`config.mk`:
```
export PLATFORM = sky130hd
export DESIGN_NAME = kb_code_fifo_flat
export DESIGN_NICKNAME = d
export VERILOG_FILES = /design/src/rtl/kb_pkg.sv /design/src/rtl/kb_code_fifo_if.sv /design/src/rtl/kb_scan_xlate.sv /design/src/rtl/kb_code_fifo.sv /design/src/flat_wrapper.sv
export SDC_FILE = /design/constraint.sdc
export NUM_CORES = 1
export LEC_CHECK = 0
export ABC_AREA = 0
export CORE_ASPECT_RATIO = 0.6
export CORE_UTILIZATION = 51
export CTS_CLUSTER_SIZE = 10
export DETAILED_ROUTE_END_ITERATION = 8
export HOLD_SLACK_MARGIN = 0.1
export PLACE_DENSITY = 0.75
export SYNTH_ARGS = -nofsm -noshare
export SYNTH_HDL_FRONTEND = slang
export SYNTH_SLANG_ARGS = --single-unit
```
`constraint.sdc`:
```
create_clock -name clk -period 2.6 [get_ports clk]
set_clock_uncertainty 0.15 [all_clocks]
set_input_delay 0.78 -clock clk [delete_from_list [all_inputs] [get_ports clk]]
set_output_delay 0.78 -clock clk [all_outputs]
set_load 0.02 [all_outputs]
```
`src/rtl/kb_pkg.sv`:
```
// Shared PS/2 keyboard constants: scan codes (set 2 make codes) and control ASCII.
package kb_pkg;

  typedef logic [7:0] kb_code_t;

  localparam kb_code_t SC_0     = 8'h45;
  localparam kb_code_t SC_1     = 8'h16;
  localparam kb_code_t SC_2     = 8'h1E;
  localparam kb_code_t SC_3     = 8'h26;
  localparam kb_code_t SC_4     = 8'h25;
  localparam kb_code_t SC_5     = 8'h2E;
  localparam kb_code_t SC_6     = 8'h36;
  localparam kb_code_t SC_7     = 8'h3D;
  localparam kb_code_t SC_8     = 8'h3E;
  localparam kb_code_t SC_9     = 8'h46;
  localparam kb_code_t SC_A     = 8'h1C;
  localparam kb_code_t SC_B     = 8'h32;
  localparam kb_code_t SC_C     = 8'h21;
  localparam kb_code_t SC_D     = 8'h23;
  localparam kb_code_t SC_E     = 8'h24;
  localparam kb_code_t SC_F     = 8'h2B;
  localparam kb_code_t SC_ENTER = 8'h5A;
  localparam kb_code_t SC_BKSP  = 8'h66;
  localparam kb_code_t SC_SPACE = 8'h29;
  localparam kb_code_t SC_BRK   = 8'hF0;

  localparam kb_code_t ASC_CR   = 8'h0D;
  localparam kb_code_t ASC_BS   = 8'h08;
  localparam kb_code_t ASC_SP   = 8'h20;

endpackage

```
`src/rtl/kb_code_fifo_if.sv`:
```
// Code-tick / CPU-pop bus between the PS/2 filter, the code FIFO and the CPU port.
interface kb_code_fifo_if #(
  parameter int DEPTH_LOG2 = 3
);
  import kb_pkg::*;

  logic              code_tick;
  kb_code_t          code;
  logic              rd;
  kb_code_t          dout;
  logic              empty;
  logic              full;
  logic [DEPTH_LOG2:0] count;
  logic              ovf_tick;

  modport master (
    output code_tick, code, rd,
    input  dout, empty, full, count, ovf_tick
  );

  modport slave (
    input  code_tick, code, rd,
    output dout, empty, full, count, ovf_tick
  );
endinterface

```
`src/rtl/kb_scan_xlate.sv`:
```
// Combinational scan-code to ASCII map; hit=0 for codes with no mapping.
module kb_scan_xlate
  import kb_pkg::*;
(
  input  kb_code_t code,
  output kb_code_t ascii,
  output logic     hit
);

  always_comb begin
    ascii = '0;
    hit   = 1'b1;
    unique case (code)
      SC_0:     ascii = 8'h30;
      SC_1:     ascii = 8'h31;
      SC_2:     ascii = 8'h32;
      SC_3:     ascii = 8'h33;
      SC_4:     ascii = 8'h34;
      SC_5:     ascii = 8'h35;
      SC_6:     ascii = 8'h36;
      SC_7:     ascii = 8'h37;
      SC_8:     ascii = 8'h38;
      SC_9:     ascii = 8'h39;
      SC_A:     ascii = 8'h41;
      SC_B:     ascii = 8'h42;
      SC_C:     ascii = 8'h43;
      SC_D:     ascii = 8'h44;
      SC_E:     ascii = 8'h45;
      SC_F:     ascii = 8'h46;
      SC_ENTER: ascii = ASC_CR;
      SC_BKSP:  ascii = ASC_BS;
      SC_SPACE: ascii = ASC_SP;
      default:  hit   = 1'b0;
    endcase
  end

endmodule

```
`src/rtl/kb_code_fifo.sv`:
```
// First-word-fall-through queue of released-key codes for the CPU input port.
// Define KB_CODE_XLATE_EN to translate codes to ASCII and drop unmapped codes.
module kb_code_fifo
  import kb_pkg::*;
#(
  parameter int DEPTH_LOG2 = 3
) (
  input logic           clk,
  input logic           reset,
  kb_code_fifo_if.slave bus
);

  localparam int unsigned DEPTH = 2 ** DEPTH_LOG2;
  localparam logic [DEPTH_LOG2:0]   CNT_FULL = (DEPTH_LOG2 + 1)'(DEPTH);
  localparam logic [DEPTH_LOG2:0]   CNT_ONE  = (DEPTH_LOG2 + 1)'(1);
  localparam logic [DEPTH_LOG2-1:0] PTR_ONE  = DEPTH_LOG2'(1);

  kb_code_t              mem_q [DEPTH];
  logic [DEPTH_LOG2-1:0] wp_q, wp_d;
  logic [DEPTH_LOG2-1:0] rp_q, rp_d;
  logic [DEPTH_LOG2:0]   count_q, count_d;
  logic                  ovf_q, ovf_d;

  kb_code_t wr_data;
  logic     wr_hit;
  logic     accept, push, pop, empty, full;

`ifdef KB_CODE_XLATE_EN
  kb_scan_xlate u_xlate (
    .code  (bus.code),
    .ascii (wr_data),
    .hit   (wr_hit)
  );
`else
  assign wr_data = bus.code;
  assign wr_hit  = 1'b1;
`endif

  assign empty = (count_q == '0);
  assign full  = (count_q == CNT_FULL);

  // When full, a simultaneous pop frees the slot being written (wp == rp).
  always_comb begin
    accept  = bus.code_tick && wr_hit;
    pop     = bus.rd && !empty;
    push    = accept && (!full || bus.rd);
    ovf_d   = accept && full && !bus.rd;
    wp_d    = wp_q;
    rp_d    = rp_q;
    count_d = count_q;
    if (push) wp_d = wp_q + PTR_ONE;
    if (pop)  rp_d = rp_q + PTR_ONE;
    if (push && !pop)      count_d = count_q + CNT_ONE;
    else if (pop && !push) count_d = count_q - CNT_ONE;
  end

  always_ff @(posedge clk) begin
    if (reset) begin
      wp_q    <= '0;
      rp_q    <= '0;
      count_q <= '0;
      ovf_q   <= 1'b0;
    end else begin
      wp_q    <= wp_d;
      rp_q    <= rp_d;
      count_q <= count_d;
      ovf_q   <= ovf_d;
    end
  end

  always_ff @(posedge clk) begin
    if (!reset && push) mem_q[wp_q] <= wr_data;
  end

  assign bus.dout     = empty ? '0 : mem_q[rp_q];
  assign bus.empty    = empty;
  assign bus.full     = full;
  assign bus.count    = count_q;
  assign bus.ovf_tick = ovf_q;

endmodule

```
`src/flat_wrapper.sv`:
```
// flat-port wrapper written by rule: the top's interface ports become plain ports
module kb_code_fifo_flat import kb_pkg::*;
#(
  parameter int DEPTH_LOG2 = 3
)
  (clk, reset, bus_code_tick, bus_code, bus_rd, bus_dout, bus_empty, bus_full, bus_count, bus_ovf_tick);
  kb_code_fifo_if #(.DEPTH_LOG2(DEPTH_LOG2)) bus_i ();
  input logic clk;
  input logic reset;
  input wire logic [$bits(bus_i.code_tick)-1:0] bus_code_tick;
  input wire logic [$bits(bus_i.code)-1:0] bus_code;
  input wire logic [$bits(bus_i.rd)-1:0] bus_rd;
  output wire logic [$bits(bus_i.dout)-1:0] bus_dout;
  output wire logic [$bits(bus_i.empty)-1:0] bus_empty;
  output wire logic [$bits(bus_i.full)-1:0] bus_full;
  output wire logic [$bits(bus_i.count)-1:0] bus_count;
  output wire logic [$bits(bus_i.ovf_tick)-1:0] bus_ovf_tick;
  assign bus_i.code_tick = bus_code_tick;
  assign bus_i.code = bus_code;
  assign bus_i.rd = bus_rd;
  assign bus_dout = bus_i.dout;
  assign bus_empty = bus_i.empty;
  assign bus_full = bus_i.full;
  assign bus_count = bus_i.count;
  assign bus_ovf_tick = bus_i.ovf_tick;
  kb_code_fifo #(.DEPTH_LOG2(DEPTH_LOG2)) u_core (.clk(clk), .reset(reset), .bus(bus_i));
endmodule
```
==> results_dict.tcl <==
set metrics [dict create \
    required_ns 1.67 \
    antenna_found_initial 0 \
    path_clk_slew_ns 0.08 \
    htreeDepth 3 \
    cts_buffers 9 \
    post-route-period-util_pct 103.8 \
    most-common-layout-cells "edfxtp_1, buf_4, nor2_1, mux4_2, clkdlybuf4s50_1" \
    ios 27 \
    critPathArrivalTime_ns 1.77 \
    clk_path_buf_depth 2 \
    syn_area_sq_um 3134 \
    crit_type "reg -> out" \
    syn_nets 195 \
    synthToLayoutAreaGrowth_pct 24.71 \
    r2r-end "u_core.bus.count[3]" \
    worst-r2r-cell-count 10 \
    tightest_slew_ns 0.2885 \
    wl_per_cell_microns 20.48 \
    insertion_delay_ns 0.35 \
    grt_overflow 0 \
    grtUsageTotal_pct 23.32 \
    layout-drive-gt1-share_pct 35.56 \
    coreArea_sq_um 5754 \
    intPower_mw 2.469 \
    timing.rr.start "u_core.bus.count[0]" \
    antenna_left 0 \
    synth_edf_count 64 \
    yosysTopAreaCell "edfxtp_1" \
    timing.hold.ws_ns 0.3993 \
    peakVddDrop_v 0.0004497 \
    cts_root_buf "clkbuf_8" \
    critPathSlowestCell "mux4_2" \
    route.vias.total 1755 \
    crit_chain "buf_12 > mux4_2 > mux2i_1 > nor2_1 > buf_2" \
    path_depth 5 \
    cpPeakStageDelay_ns 0.52 \
    setup_violations 9 \
    cts_sinks 78 \
    dieArea_sq_um 6474 \
    first_pass_iters 4 \
    synth.top_cells.by_area "edfxtp_1, mux4_2, dfxtp_1" \
    switching_share_pct 31.66 \
    nNetsFinal 252 \
    placed_cells 301 \
    p_seq_share_pct 41.9 \
    cp-endpoint "bus_dout[4]" \
    drv_slew 0 \
    fin_util_pct 67.93 \
    violations "negative setup slack" \
    cts_tree "built" \
    antenna-diode-count 0 \
    ys_warn_count 0 \
    end_kind "output port" \
    drt_iter0_drc 128 \
    gp_congestion 0.8284 \
    stdcell_count 319 \
    rows 21 \
    path_delay_family "multiplexers" \
    port_buffers 26 \
    start_util_pct 54.47 \
    hold_buffers 0 \
    rsz0062_at_grt "yes" \
    avgSynthCellArea_sq_um 17.71 \
    max-cap-violations 0 \
    mostFrequentLayoutCell "edfxtp_1" \
    grt_pass1_vias 1852 \
    drc 0 \
    ys_types 35 \
    slew-limit-headroom_pct 80.71 \
    dp_hpwl_microns 4448 \
    synthArstFlopShare_pct 0 \
    grt_max_degree 17 \
    vias_per_cell 5.502 \
    hold_viol_final 0 \
    setup_ws_ns -0.09882 \
    p_leak_nw 1.342 \
    synth_top_area_share_pct 61.32 \
    critPathMaxFanout 8 \
    yosys_most_used_dff "edfxtp_1" \
    fp.dieH_microns 62.73 \
    netlist_instances 177 \
    grt_pass1_wl_microns 10160 \
    hold_class "reg -> reg" \
    clkPwrFrac_pct 21.2 \
    r2r_slack_ns -0.05 \
    period_minus_slack_ns 2.699 \
    fmax_mhz 370.5 \
    net-switching-power_mw 1.144 \
    die_x_microns 103.2 \
    ys_seq_area_share_pct 70.26 \
    combPwrFrac_pct 36.9 \
    pre_cts_ws_ns -0.3842 \
    path_buf_inv 2 \
    power_density_nw_per_um2 924.1 \
    critPathLaunchType "register" \
    status "complete, but fails checks" \
    ys_ff_latch 78 \
    drt-total-wl_microns 6533 \
]
[routing by layer]
metal	part of all wire (%)	wire length (microns)	up-vias	GRT usage [%]
met3	8.1	532	9	7.047
met4	1.2	78	0	7.042
met1	41	2689	872	32.58
li1	-	-	804	-
met5	0	0	-	0
met2	49	3232	70	35.58
[power by group through the flow]
stage / sequential (mW) / clock [mW] / combinational [mW]
after floorplan: 1.53 / 0 / 0.753
after global placement: 1.50 / 0 / 1.27
after detailed placement: 1.51 / 0 / 1.33
after CTS: 1.51 / 0.775 / 1.31
after global routing: 1.52 / 0.837 / 1.44
final: 1.51 / 0.766 / 1.33
[worst min path at each step]
stage               slack [ns]                   to  depth (start not counted)                 from
floorplan                 0.33             register                          2       u_core.rp_q[2]
global placement          0.35  u_core.bus.count[1]                          2  u_core.bus.count[1]
detailed placement        0.37       u_core.rp_q[2]                          2       u_core.rp_q[2]
CTS                       0.39       u_core.rp_q[2]                          2       u_core.rp_q[2]
global route              0.43       u_core.rp_q[2]                          2       u_core.rp_q[2]
finish                    0.40       u_core.rp_q[2]                          2       u_core.rp_q[2]
[cell type report]
cell class                 count  area [sq um]
clock buffer                  10         127.6
clock inverter                 6         37.54
fill                         372          1846
inverter                       3         13.76
multi-input combinational     88         937.1
sequential                    78          2218
tap                           80         100.1
timing repair buffer          54         474.2
[repair_timing]
item                                    4_1_cts  5_1_grt
gates cloned                                  1        0
endpoints found under the setup margin       11       10
pin swaps                                     2        3
resized for setup                            42        7
buffers inserted                              0        1
[cells in the mapped netlist, types with 2 or more instances]
| library cell | n |
|---|---|
| a21oi_1 | 2 |
| buf_1 | 2 |
| buf_2 | 2 |
| buf_4 | 2 |
| clkbuf_1 | 2 |
| dfxtp_1 | 14 |
| edfxtp_1 | 64 |
| ha_1 | 5 |
| inv_1 | 2 |
| mux2i_1 | 10 |
| mux4_2 | 16 |
| nand2_1 | 2 |
| nand2b_1 | 3 |
| nand3b_1 | 2 |
| nor2_1 | 21 |
| nor3_1 | 4 |
| nor4_1 | 3 |
| xor2_1 | 4 |
[metrics by stage]
| stage | power [mW] | instance area [sq um] | TNS [ns] |
|---|---|---|---|
| final | 3.612 | 3909 | -0.8060 |
| after global routing | 3.800 | 3909 | -1.611 |
| after CTS | 3.599 | 3886 | -0.9749 |
| after detailed placement | 2.840 | 3720 | -2.541 |
| after global placement | 2.773 | 3720 | -1.281 |
| after floorplan | 2.287 | 3173 | -0.05771 |
[cells by family (layout without fill, tap and decap cells)]
group / Yosys count / in the layout / share of synthesized area, %
compound gates: 8 / 8 / 2.076
simple gates: 42 / 42 / 6.946
buf+inv: 11 / 73 / 1.637
fa+ha+maj: 6 / 6 / 2.635
xor+xnor: 5 / 5 / 1.397
flops: 78 / 78 / 70.26
mux: 27 / 27 / 15.05
[sequential cells by signal, summed over array words and instances (netlist names), named ones only]
signal / flops
u_core.bus.count: 4
u_core.mem_q: 64
u_core.rp_q: 3
u_core.bus.ovf_tick: 1
u_core.wp_q: 3
[worst reg2reg max path, cell delays in order, from the launching register on]
cell and delay [ns]:
dfxtp_4 0.36, or4b_4 0.59, o21ai_4 0.19, inv_2 0.07, ha_4 0.17, inv_4 0.07, ha_4 0.21, a21oi_4 0.13
a211oi_1 0.08, a31oi_1 0.17, mux2_2 0.35
Power figures use the tool's default switching activity.
